## config.mk

```make
export PLATFORM = sky130hd
export DESIGN_NAME = fault_pair_seq
export DESIGN_NICKNAME = d
export VERILOG_FILES = /design/src/rtl/fault_pair_seq.sv
export SDC_FILE = /design/constraint.sdc
export NUM_CORES = 1
export LEC_CHECK = 0
export ABC_AREA = 1
export BUFFER_PORTS_ARGS = -buffer_cell sky130_fd_sc_hd__buf_2
export CORE_MARGIN = 2
export CORE_UTILIZATION = 53
export DETAILED_ROUTE_END_ITERATION = 16
export PLACE_DENSITY = 0.8
export SYNTH_ARGS = -nofsm -noshare
export SYNTH_HDL_FRONTEND = slang
export SYNTH_SLANG_ARGS = --single-unit
```

## constraint.sdc

```tcl
create_clock -name clk -period 3.2 [get_ports clk]
set_clock_uncertainty 0.05 [all_clocks]
set_input_delay 0.64 -clock clk [delete_from_list [all_inputs] [get_ports clk]]
set_output_delay 0.64 -clock clk [all_outputs]
set_load 0.02 [all_outputs]
```

## src/rtl/fault_pair_seq.sv

```systemverilog
// fault_pair_seq: buffers BIST fault reports, then streams every unordered
// entry pair (i<j) as row/block operands to the redundancy address comparator.
//
// Ports:
//   clk, rst, clr       clock, sync active-high reset, sync clear
//   flt_valid/ready     fault report handshake (ready only while collecting)
//   flt_row/col/blk     fault report payload
//   flt_last            last report of the BIST run
//   rrx_*/npry_*        row/block operands of entries i and j
//   pair_valid/i/j      operand valid strobe and pair indices
//   fault_cnt           entries stored
//   overflow            sticky: unique report arrived while buffer full
//   done                pair walk complete (held until rst/clr)
//
// Option: define FAULT_DEDUP_EN to drop reports equal to a stored entry.

module fault_pair_seq #(
  parameter  int ADDR_W = 10,
  parameter  int BLK_W  = 2,
  parameter  int DEPTH  = 8,
  localparam int IDX_W  = $clog2(DEPTH),
  localparam int CNT_W  = IDX_W + 1
) (
  input  logic              clk,
  input  logic              rst,
  input  logic              clr,
  input  logic              flt_valid,
  output logic              flt_ready,
  input  logic [ADDR_W-1:0] flt_row,
  input  logic [ADDR_W-1:0] flt_col,
  input  logic [BLK_W-1:0]  flt_blk,
  input  logic              flt_last,
  output logic [ADDR_W-1:0] rrx_addr,
  output logic [ADDR_W-1:0] npry_addr,
  output logic [BLK_W-1:0]  rrx_block,
  output logic [BLK_W-1:0]  npry_block,
  output logic              pair_valid,
  output logic [IDX_W-1:0]  pair_i,
  output logic [IDX_W-1:0]  pair_j,
  output logic [CNT_W-1:0]  fault_cnt,
  output logic              overflow,
  output logic              done
);

  typedef enum logic [1:0] {
    COLLECT = 2'd0,
    SCAN    = 2'd1,
    DONE    = 2'd2
  } state_e;

  state_e state_q;

  logic [ADDR_W-1:0] row_q [DEPTH];
  logic [BLK_W-1:0]  blk_q [DEPTH];
`ifdef FAULT_DEDUP_EN
  logic [ADDR_W-1:0] col_q [DEPTH];
`else
  logic unused_col;
  assign unused_col = ^flt_col;
`endif

  logic [CNT_W-1:0]  cnt_q;
  logic              ready_q;
  logic [ADDR_W-1:0] rrx_q;
  logic [ADDR_W-1:0] npry_q;
  logic [BLK_W-1:0]  rblk_q;
  logic [BLK_W-1:0]  nblk_q;
  logic              pv_q;
  logic [IDX_W-1:0]  pi_q;
  logic [IDX_W-1:0]  pj_q;
  logic              ovf_q;
  logic              done_q;

  logic              acc;
  logic              full;
  logic              dup;
  logic              wr_en;
  logic [IDX_W-1:0]  wr_idx;
  logic [CNT_W-1:0]  cnt_d;
  logic              j_last;
  logic              i_last;
  logic [IDX_W-1:0]  ni;
  logic [IDX_W-1:0]  nj;
  logic [ADDR_W-1:0] ra_row;
  logic [ADDR_W-1:0] rb_row;
  logic [BLK_W-1:0]  ra_blk;
  logic [BLK_W-1:0]  rb_blk;

  always_comb begin
    acc    = flt_valid & ready_q & (state_q == COLLECT);
    full   = (cnt_q == CNT_W'(DEPTH));
    dup    = 1'b0;
`ifdef FAULT_DEDUP_EN
    for (int k = 0; k < DEPTH; k++) begin
      if ((CNT_W'(k) < cnt_q) &&
          (row_q[k] == flt_row) &&
          (col_q[k] == flt_col) &&
          (blk_q[k] == flt_blk)) begin
        dup = 1'b1;
      end
    end
`endif
    wr_en  = acc & ~dup & ~full;
    wr_idx = cnt_q[IDX_W-1:0];
    cnt_d  = cnt_q + {{(CNT_W-1){1'b0}}, wr_en};

    j_last = ({1'b0, pj_q} == (cnt_q - CNT_W'(1)));
    i_last = ({1'b0, pi_q} == (cnt_q - CNT_W'(2)));

    // Outside SCAN the next pair is always the first one (0,1).
    ni = '0;
    nj = IDX_W'(1);
    if (state_q == SCAN) begin
      if (!j_last) begin
        ni = pi_q;
        nj = pj_q + IDX_W'(1);
      end else begin
        ni = pi_q + IDX_W'(1);
        nj = pi_q + IDX_W'(2);
      end
    end

    // Forward the report being written so the first pair can include
    // the final (flt_last) entry on the very first SCAN cycle.
    ra_row = row_q[ni];
    ra_blk = blk_q[ni];
    rb_row = row_q[nj];
    rb_blk = blk_q[nj];
    if (wr_en && (wr_idx == ni)) begin
      ra_row = flt_row;
      ra_blk = flt_blk;
    end
    if (wr_en && (wr_idx == nj)) begin
      rb_row = flt_row;
      rb_blk = flt_blk;
    end
  end

  // Entry storage is only invalidated by rst/clr, never cleared.
  always_ff @(posedge clk) begin
    if (!rst && !clr && wr_en) begin
      row_q[wr_idx] <= flt_row;
      blk_q[wr_idx] <= flt_blk;
`ifdef FAULT_DEDUP_EN
      col_q[wr_idx] <= flt_col;
`endif
    end
  end

  always_ff @(posedge clk) begin
    if (rst || clr) begin
      state_q <= COLLECT;
      cnt_q   <= '0;
      ready_q <= 1'b1;
      rrx_q   <= '0;
      npry_q  <= '0;
      rblk_q  <= '0;
      nblk_q  <= '0;
      pv_q    <= 1'b0;
      pi_q    <= '0;
      pj_q    <= '0;
      ovf_q   <= 1'b0;
      done_q  <= 1'b0;
    end else begin
      unique case (state_q)
        COLLECT: begin
          cnt_q <= cnt_d;
          if (acc && !dup && full) begin
            ovf_q <= 1'b1;
          end
          if (acc && flt_last) begin
            ready_q <= 1'b0;
            if (cnt_d >= CNT_W'(2)) begin
              state_q <= SCAN;
              pv_q    <= 1'b1;
              pi_q    <= ni;
              pj_q    <= nj;
              rrx_q   <= ra_row;
              npry_q  <= rb_row;
              rblk_q  <= ra_blk;
              nblk_q  <= rb_blk;
            end else begin
              state_q <= DONE;
              done_q  <= 1'b1;
            end
          end
        end
        SCAN: begin
          if (j_last && i_last) begin
            state_q <= DONE;
            pv_q    <= 1'b0;
            done_q  <= 1'b1;
          end else begin
            pi_q   <= ni;
            pj_q   <= nj;
            rrx_q  <= ra_row;
            npry_q <= rb_row;
            rblk_q <= ra_blk;
            nblk_q <= rb_blk;
          end
        end
        DONE: begin
          pv_q   <= 1'b0;
          done_q <= 1'b1;
        end
        default: begin
          state_q <= COLLECT;
        end
      endcase
    end
  end

  assign flt_ready  = ready_q;
  assign rrx_addr   = rrx_q;
  assign npry_addr  = npry_q;
  assign rrx_block  = rblk_q;
  assign npry_block = nblk_q;
  assign pair_valid = pv_q;
  assign pair_i     = pi_q;
  assign pair_j     = pj_q;
  assign fault_cnt  = cnt_q;
  assign overflow   = ovf_q;
  assign done       = done_q;

endmodule

```

* Yosys cells after proc, flatten, opt, wreduce, memory -nomap -nowiden
Memory sizes are Yosys's and may differ from the RTL's.
Cells that the tools add are included.
Widths: inputs -> output; s select.
** Cells by class
- Equal/unequal tests :: 12
- Reductions and logical operators :: 19
- Magnitude comparators :: 1
- Bitwise operators :: 5
- Add/subtract/negate cells :: 6
- Multiplexer cells :: 46
** Operators with widths (count)
- $mux 10 :: 8
- $pmux 10 s2 :: 2
- $mux 3 :: 10
- $mux 2 :: 11
- $pmux 3 s2 :: 2
- $reduce_and 4->1 :: 3
- $eq 3x4->1 :: 2
- $mux 1 :: 8
- $pmux 2 s2 :: 2
- $logic_and 1x1->1 :: 7
- $add 3x1->3 const B :: 2
- $eq 3x3->1 :: 2
- $ne 2x1->1 const B :: 3
- $pmux 1 s3 :: 2
- $pmux 2 s3 :: 1
- $add 4x1->4 :: 1
- $eq 4x4->1 const B :: 1
- $ge 4x2->1 const B :: 1
- $ne 2x2->1 const B :: 2
- $reduce_and 2->1 :: 2
- $sub 4x1->4 const B :: 1
- $sub 4x2->4 const B :: 1
- $add 3x2->3 const B :: 1
- $and 1x1->1 :: 3
- other kinds (9) :: 11
** Storage, ports and cells
- Register bits after elaboration :: 40
- Bits in writable memories :: 96
- Bits of input ports :: 27
- Memories :: 2
** Memory list
- row_q :: depth 8, width 10, read ports 2, clocked after memory_dff 0, write ports 1, RTL line 53 : logic [ADDR_W-1:0] row_q [DEPTH];
- blk_q :: depth 8, width 2, read ports 2, clocked after memory_dff 0, write ports 1, RTL line 54 : logic [BLK_W-1:0] blk_q [DEPTH];

* Logic depth before layout (Yosys ltp)
Gate-level depths: netlist of run 1.
- Depth after elaboration :: 10
- Depth in mapped cells :: 19
- Mapped depth without buffers :: 19

* Least setup slack after synthesis of run 1
OpenSTA, ideal clock, no wires.
- Path kind :: register to register
- From :: register cnt_q[1], in the netlist fault_cnt[1]
- To :: register rrx_q[2], in the netlist rrx_addr[2]
- Data arrival time :: 2873 ps
- Data required time :: 3031 ps
- Stages on the path, launching flop included :: 19
- Buffers on the path :: 1
- Path slack :: 158 ps
- Setup time :: 119 ps
- Path through :: dfxtp_1 inv_1 ha_1 inv_1 nor3_1 nor2_1 ha_1 ha_1 xor2_1 nor2_1 inv_1 nor2_1 o21ai_0 inv_1 a21oi_2 clkbuf_1 o21ai_0 inv_1 a21oi_1
** On the way
- Longest elaborated chain between the ends :: 10
- Elaborated cells on any way between the ends :: 23
- Classes of those cells :: 3 x add/sub; 1 x order compare; 6 x eq/ne; 7 x mux; 2 x bitwise; 3 x reduce/logical; 1 x memory
** RTL lines
- start, declared :: RTL line 62 : logic [CNT_W-1:0] cnt_q;
- start signal, assigned :: RTL line 167 : cnt_q <= cnt_d;
- branches (longest 10 deep; another with $mem_v2 8x10)
- end signal, assigned :: RTL line 178 : rrx_q <= ra_row;
- end signal, assigned :: RTL line 196 : rrx_q <= ra_row;
- end, declared :: RTL line 64 : logic [ADDR_W-1:0] rrx_q;
Several ways; the timed one is not identified. The select of a mux whose other input is x is not followed.
A chain may end at the register's enable or synchronous reset.

* Worst setup path in the final report of run 1
- From :: register cnt_q[2], in the netlist fault_cnt[2]
- To :: register npry_q[9], in the netlist npry_addr[9]
** On the way
- Longest elaborated chain between the ends :: 10
- Elaborated cells on any way between the ends :: 23
- Classes of those cells :: 3 x add/sub; 1 x order compare; 6 x eq/ne; 7 x mux; 2 x bitwise; 3 x reduce/logical; 1 x memory
** RTL lines
- branches (longest 10 deep; another with $mem_v2 8x10)
- end signal, assigned :: RTL line 179 : npry_q <= rb_row;
- end signal, assigned :: RTL line 197 : npry_q <= rb_row;
- end, declared :: RTL line 65 : logic [ADDR_W-1:0] npry_q;
Several ways; the timed one is not identified. The select of a mux whose other input is x is not followed.

==> impl_metrics.ini, run 1 <==
[status]
outcome = completed

[global_route]
track_usage = 0.281
grt_max_degree = 47
grt_pass1_wl_um = 30800
grt-ovfl-total = 0
antenna_found_initial = 0
grt_pass1_vias = 6123

[finish]
seqCellArea_mm2 = 0.00368
fin_area_mm2 = 0.00827
multi_input_area_mm2 = 0.00276
layout-drive-gt1-share = 0.166
area_growth_pct = 16.5
nNetsFinal = 946
post-route-util = 0.627
diodes = 0
fillers = 1073

[clock_network]
cts_max_level = 4
cts_max_path_buffers = 2
cts_sinks = 136
numCtsBuffers = 17
cts_root_buf = clkbuf_16
cts_tree = yes
insertion_delay_ns = 0.43
ctsResizeCount = 0
clkSlewWorstSetupHoldPaths_ns = 0.06

[synthesis]
synthFlopType = edfxtp_1
yosysTopAreaCellShare = 0.406
synthTopCellsByArea = edfxtp_1 41%, dfxtp_1 11%, nand2_1 7.7%
syn-mean-instance-area_um2 = 8.53
synth_cell_types = 34
ys_warn_count = 0
synth-seq-area-share = 0.519
async_flop_share = 0
yosysTopAreaCell = edfxtp_1
netlist_instances = 833
synth-seq-cells = 136
syn_area_mm2 = 0.00710
synth_edf_count = 96
syn_nets = 874

[critical_path]
crit_start = fault_cnt[2]
cp_max_fo = 23
cp_cell_sequence = inv_2, ha_1, nand2_1, nand2_1, nand2_1, nand2_1, inv_1, nand3b_4, nand2_1, nand3_2, nand2_1, nand2_1, nor2_2, nand2_2, o21ai_0, inv_1, a21oi_1
r2r_end = npry_addr[9]
worst_setup_path_start_kind = flop
r2r_cells = 17
r2r_slack_ns = 0.20
crit_end = npry_addr[9]
crit_top_cell = nand2_1
critPathKind = reg2reg
cp_data_required_time_ns = 3.51
crit_path_end_kind = flop
max_stage_delay_ns = 0.47
crit_slowest_cell = dfxtp_1
arrival_ns = 3.31
r2r-start = fault_cnt[2]

[power_and_ir_drop]
ir_drop_mv = 0.426
p_per_area_mw_per_mm2 = 537
p_leak_nw = 3.73

[drt]
first_pass_iters = 7
wire_per_inst_um = 17.7
antenna_left = 0
routed_wl_um = 19400
via_per_inst = 5.83
drcViolationCount = 0
first_iter_violations = 811
vias = 6383

[floorplanning]
die_w_um = 120
rows = 42
die_area_mm2 = 0.0143
core_region_area_mm2 = 0.0132
pin_count = 65
die_y_um = 120
floorplan.initialDensity = 0.539

[timing]
setup_viol = 0
slew_violations = 0
layout_min_cycle_time_ns = 3.00
finalHoldViolCount = 0
fmax_ghz = 0.333
period_share = 0.937
maxSlewHeadroom = 0.579
tightest_slew_ns = 0.632

[place]
routabilityCongestion = 0.878
dp_hpwl_um = 12400
dpl-instance-area_mm2 = 0.00770
io_buffers = 54

[hold_path]
min_path_type = reg2reg
hold_path_depth = 2

[job]
drv.max_cap_violation_count = 0
## what timing repair did
| action | 4_1_cts | 5_1_grt |
|---|---|---|
| hold buffers | 0 | 0 |
| setup buffers | 0 | 2 |
| hold endpoints to repair | 0 | 0 |
| endpoints found under the setup margin | 0 | 24 |
## per-stage QoR
stage / std cells / setup TNS [ns] / worst slack [ns] / hold slack, ns / total power [W]
floorplan: 833 / 0 / 0.158 / 0.446 / 0.00241
global placement: 1060 / 0 / 0.200 / 0.400 / 0.00260
detailed placement: 1060 / 0 / 0.146 / 0.403 / 0.00261
CTS: 1092 / 0 / 0.120 / 0.413 / 0.00442
global route: 1094 / -0.0233 / -0.0132 / 0.432 / 0.00459
finish: 1094 / 0 / 0.201 / 0.411 / 0.00444
## cell usage after synthesis, drive strengths merged, types with 2 or more instances
master / number
nand3: 104
clkinv: 2
clkbuf: 23
xor2: 2
inv: 114
o21ai: 119
edfxtp: 96
buf: 22
a21oi: 85
o211ai: 15
xnor2: 4
nor3: 6
nand3b: 2
nor2: 25
ha: 14
nand2: 150
dfxtp: 40
nand4: 6
## cell type report
class                           count  share of cell area
Tap cell                          176              0.0266
Timing Repair Buffer               98              0.0756
Multi-Input combinational cell    536               0.333
Sequential cell                   136               0.445
Clock buffer                       22              0.0587
Inverter                          116              0.0529
Clock inverter                     10             0.00756
## power breakdown
part / internal [W] / switching (W)
Clock: 0.00108 / 0.000753
Combinational: 0.000214 / 0.000423
Sequential: 0.00193 / 0.0000369
Total: 0.00323 / 0.00121
## cells in the final DEF, fill, tap and decap left out, types with 3 or more instances in the layout
master	synthesis	layout
buf_4	2	42
clkinv_1	2	3
a21oi_1	84	84
o211ai_1	15	15
nor3_1	6	6
o21ai_1	16	16
inv_1	110	110
inv_4	1	6
nor2_1	21	20
nand4_1	6	6
nand2_2	4	4
dfxtp_1	40	40
clkbuf_16	0	18
ha_1	14	14
edfxtp_1	96	96
buf_2	15	54
nor2_2	4	5
inv_2	3	3
nand3_2	6	6
nand2_1	145	145
xnor2_1	4	4
nand3_1	96	96
o21ai_0	103	103
## routing by layer
metal  track usage  part of all wire
met1         0.358              0.39
met2         0.455              0.48
met3        0.0703             0.099
met4         0.122             0.032
met5             0                 0
## flip-flops by register name, summed over array words and instances, names as in the netlist
signal and cells:
npry_block 2, rrx_addr 10, pair_i 3, flt_ready 1, pair_j 3, blk_q 16, overflow 1, done 1
rrx_block 2, pair_valid 1, npry_addr 10, state_q 2, row_q 80, fault_cnt 4
## how the worst min path moves through the flow
stage | startpoint | end | slack (ns)
2_1_floorplan | state_q[0] | state_q[0] | 0.45
3_3_place_gp | done | done | 0.40
3_5_place_dp | overflow | overflow | 0.40
4_1_cts | rrx_addr[1] | rrx_addr[1] | 0.41
5_1_grt | rrx_addr[0] | rrx_addr[0] | 0.43
6_report | overflow | overflow | 0.41
## cells by family after synthesis
logic type                 after synthesis  synth area share
buffers and inverters                  161            0.0944
AOI/OAI and AO/OA                      222             0.163
xor gates and xnor gates                 6           0.00740
DFF                                    136             0.519
adders and majority gates               14            0.0247
and+or+nand+nor                        294             0.192
## worst max-delay path: cells and delay by family (launching register included)
family | cells | cell delay (ns)
AND/OR/NAND/NOR | 11 | 1.47
flip-flops | 1 | 0.47
adder cells (fa/ha/maj) | 1 | 0.25
buffers and inverters | 3 | 0.26
AO/OA/AOI/OAI | 2 | 0.43
Note: power is estimated with default switching activity, not from simulation.
==> run 2, diff against run 1 <==
CTS_BUF_LIST = sky130_fd_sc_hd__clkbuf_8   (was not set)
==> impl_metrics.ini, run 2 (same netlist as run 1, synthesis figures left out) <==
[clock_network]
cts_max_level = 4
cts_sinks = 136
numCtsBuffers = 17
cts_tree = yes
insertion_delay_ns = 0.46
cts_root_buf = clkbuf_8
clkSlewWorstSetupHoldPaths_ns = 0.08
cts_hold_buf = 0
cts_max_path_buffers = 2
ctsResizeCount = 0

[timing]
tns_ns = 0
fmax_ghz = 0.333
finalHoldViolCount = 0
setup_viol = 0
slew_violations = 0
layout_min_cycle_time_ns = 3.01
tightest_slew_ns = 0.618
period_share = 0.940
maxSlewHeadroom = 0.588

[critical_path]
r2r_end = npry_addr[9]
crit_path_end_kind = flop
r2r_slack_ns = 0.19
crit_slowest_cell = dfxtp_1
r2r_cells = 19
cp_cell_sequence = inv_1, ha_1, inv_1, nor3_1, nor2_1, ha_1, ha_1, xor2_1, nor2_1, inv_1, nor2_1, o21ai_0, inv_1, a21oi_4, buf_12, buf_4, o21ai_0, inv_1, a21oi_1
worst_setup_path_start_kind = flop
cp_max_fo = 16
r2r-start = fault_cnt[1]
arrival_ns = 3.30
crit_start = fault_cnt[1]
max_stage_delay_ns = 0.31
crit_top_cell = inv_1
cp_data_required_time_ns = 3.50
critPathKind = reg2reg

[power_and_ir_drop]
totalPowerFinal_w = 0.00393
p_clk_frac = 0.338
p_seq_frac = 0.500
p_per_area_mw_per_mm2 = 486
p_leak_nw = 3.66
switching_share = 0.289
ir_drop_mv = 0.320
netSwitchingPower_w = 0.00114
internal-power_w = 0.00280
pwr-share-comb = 0.161

[drt]
antenna_left = 0
first_iter_violations = 767
drcViolationCount = 0
wire_per_inst_um = 17.3
routed_wl_um = 18900
vias = 6315
first_pass_iters = 6
via_per_inst = 5.77

[job]
drv.max_cap_violation_count = 0

[global_route]
antenna_found_initial = 0
grt_pass1_wl_um = 30100
track_usage = 0.274
grt_max_degree = 47
grt-ovfl-total = 0
grt_pass1_vias = 6036

[hold_path]
hold_path_depth = 2
min_to = rrx_addr[0]
min_path_type = reg2reg
min-delay-start = rrx_addr[0]

[finish]
fin_area_mm2 = 0.00809
reg_top3 = row_q x80, blk_q x16
post-route-util = 0.613
layout-drive-gt1-share = 0.166
area_growth_pct = 13.9
largest_register_ffs = 80
diodes = 0
mostFrequentLayoutCells = 145 x nand2_1, 112 x inv_1, 103 x o21ai_0
fillers = 1107
largest-register = row_q
mostFrequentLayoutCell = nand2_1
nNetsFinal = 946
instances_no_fill = 1094

[floorplanning]
rows = 42
floorplan.initialDensity = 0.539
die_w_um = 120
core_region_area_mm2 = 0.0132
die_area_mm2 = 0.0143
pin_count = 65
die_y_um = 120

[place]
dp_cells = 1060
dpl-instance-area_mm2 = 0.00770
io_buffers = 54
dp_hpwl_um = 12400
routabilityCongestion = 0.878

[status]
outcome = completed
## run 2: worst max path at each step
stage,slack (ns),cells after the start,to
floorplan,0.16,18,rrx_addr[2]
global placement,0.20,18,npry_addr[9]
detailed placement,0.15,18,npry_addr[9]
CTS,0.11,18,npry_addr[9]
global route,-0.02,19,npry_addr[9]
finish,0.19,19,npry_addr[9]
## run 2: stage by stage
step           hold WS, ns  worst slack (ns)
2_1_floorplan        0.446             0.158
3_3_place_gp         0.400             0.200
3_5_place_dp         0.403             0.146
4_1_cts              0.405             0.115
5_1_grt              0.406           -0.0173
6_report             0.414             0.193
## run 2: layer usage
| layer | vias up | routed length [um] | GRT usage |
|---|---|---|---|
| met2 | 380 | 8980 | 0.442 |
| met4 | 0 | 545 | 0.126 |
| li1 | 2983 | - | - |
| met5 | - | 0 | 0 |
| met1 | 2897 | 7420 | 0.352 |
| met3 | 55 | 2000 | 0.0608 |
## run 2: cell type report
class,count,area (um^2),area share
Sequential cell,136,3680,0.455
Multi-Input combinational cell,536,2760,0.341
Timing Repair Buffer,98,626,0.0774
Inverter,116,438,0.0541
Clock buffer,19,262,0.0323
Tap cell,176,220,0.0272
Clock inverter,13,100,0.0124
## run 2: critical path, delay by kind of cell, from the launching register on
family	cells	cell delay [ns]
AO/OA/AOI/OAI	4	0.48
XOR/XNOR	1	0.19
adder cells (fa/ha/maj)	3	0.58
buffers and inverters	7	0.75
flip-flops	1	0.31
AND/OR/NAND/NOR	4	0.54
## run 2: power by group through the flow
stage | sequential, W | combinational, W | clock, W
finish | 0.00197 | 0.000634 | 0.00133
floorplan | 0.00205 | 0.000365 | 0
global placement | 0.00201 | 0.000594 | 0
detailed placement | 0.00201 | 0.000605 | 0
CTS | 0.00197 | 0.000608 | 0.00134
global route | 0.00197 | 0.000704 | 0.00141
## run 2: timing repair
action,in CTS,in global routing
endpoints found under the setup margin,0,24
setup buffers,0,2
endpoints found under the hold margin,0,0
